<file path="config.mk">
export PLATFORM = sky130hd
export DESIGN_NAME = cam_lvds_align
export DESIGN_NICKNAME = d
export VERILOG_FILES = /design/src/rtl/cam_lvds_align.sv
export SDC_FILE = /design/constraint.sdc
export NUM_CORES = 1
export LEC_CHECK = 0
export ABC_CLOCK_PERIOD_IN_PS = 5200
export BUFFER_PORTS_ARGS = -buffer_cell sky130_fd_sc_hd__buf_2
export CAP_MARGIN = 5
export CELL_PAD_IN_SITES_DETAIL_PLACEMENT = 1
export CELL_PAD_IN_SITES_GLOBAL_PLACEMENT = 2
export CORE_MARGIN = 1.5
export CORE_UTILIZATION = 33
export DETAILED_ROUTE_END_ITERATION = 7
export PLACE_DENSITY = 0.73
export SYNTH_ARGS = -nofsm -noshare
export SYNTH_HDL_FRONTEND = slang
export SYNTH_SLANG_ARGS = --single-unit
</file>
<file path="constraint.sdc">
create_clock -name c -period 5.2 [get_ports c]
set_clock_uncertainty 0.05 [all_clocks]
set_input_delay 0.26 -clock c [delete_from_list [all_inputs] [get_ports c]]
set_output_delay 0.26 -clock c [all_outputs]
set_load 0.05 [all_outputs]
</file>
<file path="src/rtl/cam_lvds_align.sv">
`default_nettype none
// ============================================================================
//  Module      : cam_lvds_align
//  Description : Word-alignment trainer for the camera LVDS deserializer.
//                One FSM per channel issues bitslip pulses until each channel
//                shows TRAIN_PATTERN for MATCH_COUNT consecutive words, then
//                reports aligned/fail status and forwards registered words.
//  Options     : CAM_ALIGN_SLIPCNT_EN - when defined, slip_cnt reports live
//                per-channel 5-bit bitslip counts; otherwise slip_cnt is 0.
//  Revision    : 1.0 - initial release
// ============================================================================
module cam_lvds_align #(
    parameter int               NUM_CH        = 5,
    parameter int               WIDTH         = 8,
    parameter logic [WIDTH-1:0] TRAIN_PATTERN = 8'h3A,
    parameter int               SETTLE_CYC    = 4,
    parameter int               MATCH_COUNT   = 16,
    parameter int               MAX_SLIPS     = 16
) (
    input  logic                      c,
    input  logic                      rst,
    input  logic                      train,
    input  logic                      pll_locked,
    input  logic [NUM_CH*WIDTH-1:0]   rxd,
    output logic [NUM_CH-1:0]         bitslip,
    output logic [NUM_CH-1:0]         aligned,
    output logic                      all_aligned,
    output logic [NUM_CH-1:0]         fail,
    output logic [NUM_CH*WIDTH-1:0]   dout,
    output logic                      dout_valid,
    output logic [NUM_CH*5-1:0]       slip_cnt
);

    localparam int c_SETTLE_W = $clog2(SETTLE_CYC + 1);
    localparam int c_MATCH_W  = $clog2(MATCH_COUNT + 1);
`ifdef CAM_ALIGN_SLIPCNT_EN
    // Full 5-bit reporting counter, saturating at its maximum.
    localparam int c_SLIP_W   = 5;
    localparam int c_SLIP_SAT = 31;
`else
    // Only enough bits to recognise the slip budget.
    localparam int c_SLIP_W   = $clog2(MAX_SLIPS + 1);
`endif

    typedef enum logic [2:0] {
        ST_IDLE   = 3'd0,
        ST_SETTLE = 3'd1,
        ST_CHECK  = 3'd2,
        ST_SLIP   = 3'd3,
        ST_LOCKED = 3'd4,
        ST_FAIL   = 3'd5
    } state_t;

    logic                    r_train_meta;
    logic                    r_train_s;
    logic                    r_lock_meta;
    logic                    r_lock_s;
    logic                    w_go;
    logic                    r_all_aligned;
    logic [NUM_CH*WIDTH-1:0] r_dout;
    logic [NUM_CH-1:0]       w_aligned;

    // Two-flop synchronizers for the asynchronous train request and PLL lock.
    always_ff @(posedge c or posedge rst) begin
        if (rst) begin
            r_train_meta <= 1'b0;
            r_train_s    <= 1'b0;
            r_lock_meta  <= 1'b0;
            r_lock_s     <= 1'b0;
        end else begin
            r_train_meta <= train;
            r_train_s    <= r_train_meta;
            r_lock_meta  <= pll_locked;
            r_lock_s     <= r_lock_meta;
        end
    end

    assign w_go = r_train_s & r_lock_s;

    generate
        for (genvar k = 0; k < NUM_CH; k++) begin : g_ch
            state_t                r_state;
            logic [c_SETTLE_W-1:0] r_settle;
            logic [c_MATCH_W-1:0]  r_match;
            logic [c_SLIP_W-1:0]   r_slips;
            logic                  r_bitslip;
            logic                  r_aligned;
            logic                  r_fail;
            logic [WIDTH-1:0]      w_word;

            assign w_word = rxd[k*WIDTH +: WIDTH];

            // Per-channel training FSM; losing go from any state returns to IDLE.
            always_ff @(posedge c or posedge rst) begin
                if (rst) begin
                    r_state   <= ST_IDLE;
                    r_settle  <= '0;
                    r_match   <= '0;
                    r_slips   <= '0;
                    r_bitslip <= 1'b0;
                    r_aligned <= 1'b0;
                    r_fail    <= 1'b0;
                end else if (!w_go) begin
                    r_state   <= ST_IDLE;
                    r_settle  <= '0;
                    r_match   <= '0;
                    r_slips   <= '0;
                    r_bitslip <= 1'b0;
                    r_aligned <= 1'b0;
                    r_fail    <= 1'b0;
                end else begin
                    // Bitslip is a single-cycle pulse raised only on entry to SLIP.
                    r_bitslip <= 1'b0;
                    case (r_state)
                        ST_IDLE: begin
                            r_settle  <= '0;
                            r_match   <= '0;
                            r_slips   <= '0;
                            r_aligned <= 1'b0;
                            r_fail    <= 1'b0;
                            r_state   <= ST_SETTLE;
                        end
                        ST_SETTLE: begin
                            // Let the deserializer's bitslip pipeline drain before comparing.
                            if (r_settle == c_SETTLE_W'(SETTLE_CYC - 1)) begin
                                r_settle <= '0;
                                r_state  <= ST_CHECK;
                            end else begin
                                r_settle <= r_settle + 1'b1;
                            end
                        end
                        ST_CHECK: begin
                            if (w_word == TRAIN_PATTERN) begin
                                r_match <= r_match + 1'b1;
                                if (r_match == c_MATCH_W'(MATCH_COUNT - 1)) begin
                                    r_state   <= ST_LOCKED;
                                    r_aligned <= 1'b1;
                                end
                            end else begin
                                r_match <= '0;
                                if (r_slips == c_SLIP_W'(MAX_SLIPS)) begin
                                    r_state <= ST_FAIL;
                                    r_fail  <= 1'b1;
                                end else begin
                                    r_state   <= ST_SLIP;
                                    r_bitslip <= 1'b1;
`ifdef CAM_ALIGN_SLIPCNT_EN
                                    if (r_slips != c_SLIP_W'(c_SLIP_SAT)) begin
                                        r_slips <= r_slips + 1'b1;
                                    end
`else
                                    r_slips <= r_slips + 1'b1;
`endif
                                end
                            end
                        end
                        ST_SLIP: begin
                            r_state <= ST_SETTLE;
                        end
                        ST_LOCKED: begin
                            // Image data after lock is ignored; hold until go drops.
                            r_aligned <= 1'b1;
                        end
                        ST_FAIL: begin
                            r_fail <= 1'b1;
                        end
                        default: begin
                            r_state <= ST_IDLE;
                        end
                    endcase
                end
            end

            assign bitslip[k]   = r_bitslip;
            assign w_aligned[k] = r_aligned;
            assign fail[k]      = r_fail;
`ifdef CAM_ALIGN_SLIPCNT_EN
            assign slip_cnt[k*5 +: 5] = r_slips;
`endif
        end
    endgenerate

`ifndef CAM_ALIGN_SLIPCNT_EN
    assign slip_cnt = '0;
`endif

    // Output pipeline: data delayed one cycle, aggregate aligned flag registered.
    always_ff @(posedge c or posedge rst) begin
        if (rst) begin
            r_dout        <= '0;
            r_all_aligned <= 1'b0;
        end else begin
            r_dout        <= rxd;
            r_all_aligned <= &w_aligned;
        end
    end

    assign aligned     = w_aligned;
    assign all_aligned = r_all_aligned;
    assign dout        = r_dout;
    assign dout_valid  = r_all_aligned;

endmodule
`default_nettype wire

</file>
==> results of run 1 <==
==> placed cells by master (no fill, tap or decap), types with 4 or more instances in the layout <==
cell type and instances:
a211oi_1 4, a21o_1 7, a21oi_1 40, a22o_1 6, a31oi_1 13, a32o_1 5
and2_1 4, and3_1 14, and4bb_2 9, buf_2 100, clkbuf_16 17, clkinvlp_4 4
conb_1 25, dfrtp_1 140, dlygate4sd3_1 42, ha_1 25, inv_1 33, mux2_2 7
nand2_1 40, nand2b_1 7, nand3_1 31, nand4_1 9, nand4b_1 4, nor2_1 29
nor3_1 6, nor4_1 4, o211ai_1 8, o21ai_0 45, o22ai_1 12, or4_1 7
==> what timing repair did <==
item / CTS / global route
endpoints found under the setup margin: 0 / 0
hold buffers: 42 / 0
hold endpoints to repair: 42 / 0
==> metal layers <==
metal,vias up,track usage [%]
li1,2499,-
met1,2621,20.4
met2,114,27.6
met3,16,4.19
met4,0,4.75
met5,-,0
==> logic make-up (layout without fill, tap and decap cells) <==
kind of cell	count (synthesis)	in the layout	share of synthesized area [%]
other cells	1	25	0.0554
xor+xnor	3	3	0.388
fa+ha+maj	25	25	4.62
buf+inv	102	211	8.71
flops	140	140	51.8
mux	9	9	1.46
simple gates	196	196	17.7
compound gates	162	162	15.3
==> registers in the layout, indices dropped and copies added (netlist names) <==
register,cells
g_ch.r_fail,5
dout,40
r_train_meta,1
g_ch.r_slips,25
all_aligned,1
r_lock_meta,1
g_ch.r_settle,15
g_ch.r_bitslip,5
r_lock_s,1
g_ch.r_match,25
g_ch.r_aligned,5
r_train_s,1
g_ch.r_state,15
==> through the flow <==
step	setup slack, ns	total power, mW	util [%]
3_5_place_dp	3.24	1.37	36.0
3_3_place_gp	3.30	1.36	36.0
6_report	3.24	2.63	41.1
2_1_floorplan	1.14	1.33	-
5_1_grt	3.08	2.73	41.1
4_1_cts	3.23	2.67	41.1
==> layout make-up <==
cell class	instances	share of cell area [%]
flip-flops and latches	140	42.3
multi-input cells	420	33.3
repair buffers	145	11.4
clock buffers	19	5.34
inverters	34	1.60
clock inverters	13	1.99
well taps	270	4.08
==> where the power goes <==
group          internal, mW  total, mW  switching (mW)  leakage, nW
Clock                 0.769       1.26           0.487        0.286
Combinational        0.0657      0.240           0.174         1.66
Sequential             1.11       1.13          0.0188         1.85
==> how the worst max path moves through the flow <==
stage / start / end / slack (ns) / depth (start not counted)
floorplan: rst / all_aligned / 1.14 / 1
global placement: r_train_s / g_ch[4].r_fail / 3.30 / 5
detailed placement: r_train_s / g_ch[4].r_fail / 3.24 / 5
CTS: r_train_s / g_ch[4].r_fail / 3.23 / 5
global route: g_ch[4].r_slips[0] / g_ch[4].r_slips[0] / 3.08 / 6
finish: g_ch[4].r_slips[0] / g_ch[4].r_slips[0] / 3.24 / 6
==> critical path: stages (launching register included) <==
cell	delay, ns
dfrtp_1	0.39
inv_1	0.10
ha_1	0.18
nor4bb_1	0.56
a21oi_1	0.16
o21ai_0	0.26
mux2_2	0.20
==> flow_summary_export.csv, run 1 <==
group,metric,value,unit
outcome,run_status,"finished, violations left",
outcome,violations,"hold timing",
cts,post_cts_buffers,0,
detailed_routing,num_vias,5250,
synth,synth-edff-count,0,
worst_setup_path,cp.arrival,2.28,ns
layout,drive_gt1_share,21.9,%
worst_setup_path,crit_path_end_kind,"register",
timing,worstMarginPinSlew,1.00,ns
detailed_routing,drtAntennaViolNets,0,
layout,multi_input_area,2760,um^2
synth,synth_top_area_cell,"dfrtp_1",
synth,synth_common_cells,"dfrtp_1, o21ai_0, buf_4, a21oi_1, nand2_1",
detailed_routing,routed.top_layer,"met4",
floorplan,num_io_pins,126,
synth,synthTopCellsByArea,"dfrtp_1, buf_4, ha_1, o21ai_0, a21oi_1",
detailed_routing,drc,0,
detailed_routing,drt_iter0_markers,257,
timing,post-route-min-period,1.96,ns
layout,fin_nets,827,
worst_setup_path,r2r_slack,3.24,ns
layout,stdcell_count,1041,
global_routing,overflow,0,
synth,synthCells,638,
synth,synth_most_common_cell,"dfrtp_1",
worst_setup_path,r2r_start,"g_ch[4].r_slips[0]",
global_routing,grt_max_degree,110,
detailed_routing,wl_met2,8.15,mm
detailed_routing,dr_wl_met3,679,um
layout,areaGrowthSynthToFinish,22.5,%
layout,n_fill_cell,2252,
global_routing,first_global_vias,5643,
synth,synth_area,6770,um^2
floorplan,die_h,146,um
synth,yosysWarnings,0,
floorplan,die_area,21400,um^2
cts,cts_max_level,4,
floorplan,die_width,146,um
synth,synth-main-ff-cell,"dfrtp_1",
synth,async_flop_share,100,%
worst_setup_path,critPathLaunchType,"register",
cts,clockBufferDepth,2,
layout,num_antenna_cells,0,
timing,relSlewSlack,33.2,%
synth,netlist.area_leader.share,51.8,%
placement,hpwl,11.2,mm
timing,fmax,0.510,GHz
timing,setup_tns,0,ns
cts,clock_latency,0.43,ns
placement,placed_cell_area,7260,um^2
placement,portBuffers,100,
floorplan,rows,52,
detailed_routing,wl_per_cell,15.7,um
placement,gp_congestion,0.777,
timing,hold-worst-slack,-0.0205,ns
power,vdd_drop_max,0.000184,V
worst_hold_path,min_path_type,"in -> async",
cts,clk_pin_slew,0.06,ns
cts,cts_buffers,17,
cts,cts_sinks,140,
global_routing,grt_pass1_wl,28.0,mm
worst_setup_path,path_class,"reg -> reg",
cts,root_buffer,"clkbuf_16",
synth,avgSynthCellArea,10.6,um^2
flow_run,max_cap_violations,0,
timing,report.final.slew_viol_count,0,
worst_setup_path,cp_max_fo,3,
timing,finalCritPeriodShare,37.7,%
cts,ctsResizeCount,0,
cts,cts_tree,"built",
synth,seq_area_frac_synth,51.8,%
placement,place.detailed.instances,967,
worst_setup_path,required,5.52,ns
timing,finalHoldViolCount,8,
floorplan,start_util,33.5,%
power,power.density,317,nW/um^2
detailed_routing,routed_wl,16.3,mm
layout,seq_area,3500,um^2
global_routing,antenna_found_initial,0,
global_routing,grtUsageTotal,16.3,%
timing,rsz0062_at_grt,"no",
worst_setup_path,rr_worst_depth,6,
worst_setup_path,worstReg2RegEnd,"g_ch[4].r_slips[0]",
timing,setup_viol,0,
synth,synth_cell_types,68,
detailed_routing,drt-met1-wl,7.32,mm
synth,synth.ff_latch_count,140,
power,p_leak,3.79,nW
detailed_routing,drt-pass1-iter-count,4,
detailed_routing,vias_per_cell,5.04,
layout,finalInstanceArea,8290,um^2
floorplan,core-area,20200,um^2
Note: power is estimated with default switching activity, not from simulation.
==> inputs of run 2 (changes only) <==
--- a/config.mk
+++ b/config.mk
@@ -5,7 +5,7 @@
 export SDC_FILE = /design/constraint.sdc
 export NUM_CORES = 1
 export LEC_CHECK = 0
-export ABC_CLOCK_PERIOD_IN_PS = 5200
+export ABC_CLOCK_PERIOD_IN_PS = 1900
 export BUFFER_PORTS_ARGS = -buffer_cell sky130_fd_sc_hd__buf_2
 export CAP_MARGIN = 5
 export CELL_PAD_IN_SITES_DETAIL_PLACEMENT = 1
==> constraint.sdc (replaced) <==
create_clock -name c -period 1.9 [get_ports c]
set_clock_uncertainty 0.05 [all_clocks]
set_input_delay 0.095 -clock c [delete_from_list [all_inputs] [get_ports c]]
set_output_delay 0.095 -clock c [all_outputs]
set_load 0.05 [all_outputs]
==> run 2 against run 1 <==
- the flow now finishes without violations
- die area unchanged
- worst hold slack better by 0.24 ns
- fmax up 12%
- largest cell class unchanged
- highest routed layer unchanged
==> flow_summary_export.csv, run 2 (synthesized netlist as in run 1, its figures left out) <==
group,metric,value,unit
outcome,run_status,"complete, no violations",
layout,mostFrequentLayoutCell,"dfrtp_1",
placement,dpl_worst_slack,0.0112,ns
worst_setup_path,path_cells,"inv_1 > ha_1 > nor4bb_1 > buf_4 > a21oi_1 > nand2_1 > o311ai_2",
timing,fmax,0.572,GHz
detailed_routing,routed_wl,17.1,mm
cts,cts_tree,"built",
timing,setup_viol,0,
floorplan,rows,52,
placement,portBuffers,100,
worst_setup_path,path_class,"reg -> reg",
layout,drive_gt1_share,23.7,%
worst_setup_path,crit_path_end_kind,"register",
timing,finalHoldViolCount,0,
layout,fin_util,41.8,%
cts,root_buffer,"clkbuf_16",
power,finalPower,6.92,mW
layout,areaGrowthSynthToFinish,24.6,%
detailed_routing,drt-pass1-iter-count,4,
worst_setup_path,crit_slowest_cell,"dfrtp_1",
floorplan,die_width,146,um
global_routing,grt_pass1_wl,28.9,mm
layout,n_fill_cell,2261,
detailed_routing,vias_per_cell,5.02,
floorplan,num_io_pins,126,
floorplan,core-area,20200,um^2
worst_setup_path,cpPeakStageDelay,0.36,ns
global_routing,grt_max_degree,46,
timing,report.final.slew_viol_count,0,
timing,rsz0062_at_grt,"no",
cts,cts_sinks,140,
placement,gp_congestion,0.827,
worst_setup_path,critPathLaunchType,"register",
layout,finalInstanceArea,8430,um^2
detailed_routing,wl_per_cell,16.1,um
timing,worstMarginPinSlew,0.706,ns
floorplan,start_util,33.5,%
layout,largest_reg_flops,40,
worst_setup_path,cp_max_fo,4,
detailed_routing,drc,0,
power,p_leak,3.88,nW
cts,cts_max_level,4,
global_routing,overflow,0,
layout,final_cell_mix,"dfrtp_1, buf_2, o21ai_0",
placement,placed_cell_area,7430,um^2
power,vdd_drop_max,0.000657,V
placement,hpwl,12.0,mm
cts,clock_latency,0.42,ns
cts,clk_pin_slew,0.06,ns
worst_setup_path,cp.arrival,2.01,ns
global_routing,antenna_found_initial,0,
global_routing,first_global_vias,5771,
layout,fin_nets,846,
floorplan,die_area,21400,um^2
detailed_routing,drt_iter0_markers,213,
cts,clockBufferDepth,2,
floorplan,die_h,146,um
worst_setup_path,required,2.17,ns
cts,cts_buffers,17,
power,power.density,820,nW/um^2
worst_hold_path,min_path_type,"in -> async",
timing,finalCritPeriodShare,92.0,%
detailed_routing,num_vias,5316,
timing,setup_tns,0,ns
detailed_routing,drtAntennaViolNets,0,
global_routing,grtUsageTotal,16.7,%
timing,relSlewSlack,52.8,%
flow_run,max_cap_violations,0,
cts,post_cts_buffers,0,
timing,worst_slack,0.153,ns
timing,post-route-min-period,1.75,ns
layout,num_antenna_cells,0,
## run 2: final timing paths
kind                               startpoint            endpoint  slack, ns  cells past startpoint
max in group asynchronous                 rst  g_ch[3].r_match[3]       0.99                      4
hold / removal                            rst  g_ch[2].r_slips[3]       0.22                      3
hold reg to reg                  r_train_meta           r_train_s       0.34                      0
setup reg to reg           g_ch[0].r_slips[1]  g_ch[0].r_slips[2]       0.15                      7
setup / recovery           g_ch[0].r_slips[1]  g_ch[0].r_slips[2]       0.15                      7
min in group c                         rxd[5]             dout[5]       0.27                      2
## run 2: routing by layer
layer,global-route usage [%],share of wire [%],vias up
li1,-,-,2531
met1,20.4,44,2667
met2,29.2,51,103
met3,4.66,4.0,15
met4,3.99,1.0,0
met5,0,0,-
## run 2: through the flow
step                      hold slack [ns]  instances
after floorplan                    0.0764        662
after global placement              0.101        985
after detailed placement           0.0999        985
after CTS                           0.206       1060
after global routing                0.245       1060
final                               0.219       1060
## run 2: timing repair
item                                   CTS  global route
cloned                                   0             0
setup endpoints to repair                1             7
endpoints found under the hold margin   56             0
hold buffers                            43             0
pin swaps                                0             0
gates resized for setup                  1             4
## run 2: critical path: cells and delay by family (launching register included)
kind,cells,cell delay (ns)
adder cells (fa/ha/maj),1,0.17
flip-flops,1,0.36
buffers and inverters,2,0.22
AO/OA/AOI/OAI,2,0.58
AND/OR/NAND/NOR,2,0.28
## run 2: area by class of cell
cell class	instances	area (um^2)	area share [%]
Sequential cell	140	3500	41.6
Clock buffer	21	450	5.34
Clock inverter	11	95.1	1.13
Multi-Input combinational cell	420	2790	33.1
Timing Repair Buffer	164	1130	13.4
Tap cell	270	338	4.01
Inverter	34	131	1.56
## run 2: where the power goes
part / total [mW] / internal [mW] / switching [mW]
registers: 3.09 / 3.05 / 0.0398
logic: 0.711 / 0.213 / 0.498
clock network: 3.11 / 1.83 / 1.29
==> inputs of run 3 (changes only) <==
==> config.mk (replaced) <==
export PLATFORM = sky130hd
export DESIGN_NAME = cam_lvds_align
export DESIGN_NICKNAME = d
export VERILOG_FILES = /design/src/rtl/cam_lvds_align.sv
export SDC_FILE = /design/constraint.sdc
export NUM_CORES = 1
export LEC_CHECK = 0
export ABC_CLOCK_PERIOD_IN_PS = 1560
export BUFFER_PORTS_ARGS = -buffer_cell sky130_fd_sc_hd__buf_2
export CAP_MARGIN = 5
export CELL_PAD_IN_SITES_DETAIL_PLACEMENT = 1
export CELL_PAD_IN_SITES_GLOBAL_PLACEMENT = 2
export CORE_MARGIN = 1.5
export CORE_UTILIZATION = 32
export DETAILED_ROUTE_END_ITERATION = 7
export PLACE_DENSITY = 0.74
export SYNTH_ARGS = -nofsm -noshare
export SYNTH_HDL_FRONTEND = slang
export SYNTH_SLANG_ARGS = --single-unit
==> constraint.sdc (replaced) <==
create_clock -name c -period 1.56 [get_ports c]
set_clock_uncertainty 0.05 [all_clocks]
set_input_delay 0.078 -clock c [delete_from_list [all_inputs] [get_ports c]]
set_output_delay 0.078 -clock c [all_outputs]
set_load 0.05 [all_outputs]
==> run 3 against run 2 <==
- fmax grew 10%
- register-to-register slack lost 0.18 ns
- clock power grew 29%
- sequential share of layout area shrank 4.4 points
- total power grew 26%
- largest power group unchanged
- sequential power grew 22%
- combinational power grew 36%
- global-route usage shrank 0.15 points
- cell count grew 8.3%
- die area grew 3.1%
- the run now ends with setup timing left
==> flow_summary_export.csv, run 3 (synthesized netlist as in run 1, its figures left out) <==
group,metric,value,unit
outcome,run_status,"finished, violations left",
outcome,violations,"setup timing",
cts,root_buffer,"clkbuf_16",
cts,cts_buffers,17,
worst_setup_path,path_class,"reg -> reg",
detailed_routing,dr_wl_met3,564,um
worst_setup_path,crit_slowest_cell,"or3b_4",
power,power.density,925,nW/um^2
cts,cts_max_level,4,
power,p_leak,4.36,nW
power,switching_share,26.4,%
floorplan,start_util,32.4,%
placement,dpl_worst_slack,-0.132,ns
worst_hold_path,min_path_type,"in -> async",
worst_setup_path,cp.arrival,1.85,ns
detailed_routing,routed_wl,18.1,mm
timing,post-route-min-period,1.59,ns
worst_setup_path,path_cells,"or3b_4 > nor2_4 > buf_4 > o211ai_1 > o311ai_2",
power,p_comb_share,11.0,%
global_routing,antenna_found_initial,0,
detailed_routing,drt-met1-wl,7.71,mm
layout,stdcell_count,1148,
timing,finalCritPeriodShare,102,%
global_routing,grt_max_degree,53,
layout,final_cell_mix,"dfrtp_1, buf_2, buf_4",
detailed_routing,wl_per_cell,15.8,um
cts,clockBufferDepth,2,
detailed_routing,drc,0,
floorplan,rows,53,
placement,placed_cell_area,7920,um^2
timing,hold-worst-slack,0.152,ns
worst_setup_path,cp_max_fo,6,
layout,mostFrequentLayoutCell,"dfrtp_1",
cts,cts_sinks,140,
detailed_routing,vias_per_cell,4.95,
detailed_routing,drt_iter0_markers,204,
power,pwr-share-seq,43.0,%
timing,rsz0062_at_grt,"yes",
cts,cts_tree,"built",
timing,setup_viol,2,
layout,largest_reg_flops,40,
placement,portBuffers,100,
power,power.switching,2.31,mW
layout,fin_nets,929,
worst_setup_path,cpPeakStageDelay,0.44,ns
floorplan,die_area,22000,um^2
power,p_int,6.43,mW
layout,areaGrowthSynthToFinish,39.7,%
layout,finalInstanceArea,9450,um^2
cts,clock_latency,0.42,ns
layout,num_antenna_cells,0,
cts,clk_pin_slew,0.06,ns
timing,fmax,0.631,GHz
floorplan,num_io_pins,126,
worst_setup_path,critPathLaunchType,"register",
placement,place.detailed.instances,1056,
timing,finalHoldViolCount,0,
detailed_routing,wl_met2,9.62,mm
timing,report.final.slew_viol_count,0,
global_routing,grt_pass1_wl,29.2,mm
placement,gp_congestion,0.805,
detailed_routing,drtAntennaViolNets,0,
detailed_routing,num_vias,5677,
detailed_routing,drt-pass1-iter-count,4,
placement,hpwl,12.7,mm
floorplan,die_h,148,um
detailed_routing,routed.top_layer,"met4",
layout,drive_gt1_share,38.9,%
floorplan,core-area,20900,um^2
power,clock_power_share,45.9,%
worst_setup_path,crit_path_end_kind,"register",
timing,worst_slack,-0.0260,ns
global_routing,overflow,0,
worst_setup_path,required,1.82,ns
flow_run,max_cap_violations,0,
global_routing,first_global_vias,6019,
power,vdd_drop_max,0.000787,V
global_routing,grtUsageTotal,16.6,%
floorplan,die_width,148,um
[run 3: final cells by class]
type / count / area, um^2
Multi-Input combinational cell: 420 / 3120
Inverter: 34 / 131
Clock buffer: 18 / 439
Clock inverter: 14 / 146
Tap cell: 275 / 344
Sequential cell: 140 / 3510
Fill cell: 2314 / 11400
Timing Repair Buffer: 247 / 1760
[run 3: power by group through the flow]
stage                     clock (mW)  sequential [mW]  combinational [mW]
final                           4.02             3.76               0.965
after floorplan                    0             4.01               0.412
after CTS                       4.10             3.76               0.937
after detailed placement           0             3.82               0.831
after global routing            4.24             3.77                1.03
after global placement             0             3.82               0.814
[run 3: what timing repair did]
action                     4_1_cts  5_1_grt
setup endpoints to repair       26       49
setup buffers                    4       16
gates cloned                     0        0
hold buffers                    43        0
hold endpoints to repair       182        0
pin swaps                        8       20
gates resized for setup         27       83
[run 3: metal layers]
metal / GRT usage, % / vias to the layer above
li1: - / 2703
met1: 19.8 / 2852
met2: 29.8 / 101
met3: 3.07 / 21
met4: 5.84 / 0
met5: 0 / -
[run 3: critical path: cells and delay by family, from the launching register on]
| family | cells | cell delay, ns |
|---|---|---|
| buffers and inverters | 1 | 0.15 |
| and+or+nand+nor | 2 | 0.63 |
| AOI/OAI and AO/OA | 2 | 0.22 |
| DFF | 1 | 0.43 |
[run 3: through the flow]
stage	power (mW)	util [%]	TNS [ns]
after floorplan	4.42	-	-44.39
after global placement	4.63	37.9	-0.191
after detailed placement	4.66	37.9	-1.22
after CTS	8.80	43.4	-0.0415
final	8.74	45.2	-0.0280
after global routing	9.04	45.2	-0.479
[run 3: worst paths after layout]
path | to | startpoint | slack, ns | cells after the start
max | g_ch[0].r_slips[2] | g_ch[0].r_state[2] | -0.03 | 5
min | dout[19] | rst | 0.15 | 3
max reg2reg | g_ch[0].r_slips[2] | g_ch[0].r_state[2] | -0.03 | 5
min reg2reg | r_lock_s | r_lock_meta | 0.36 | 0
max in group asynchronous | g_ch[4].r_slips[1] | rst | 0.70 | 4
min in group c | r_lock_meta | pll_locked | 0.25 | 2
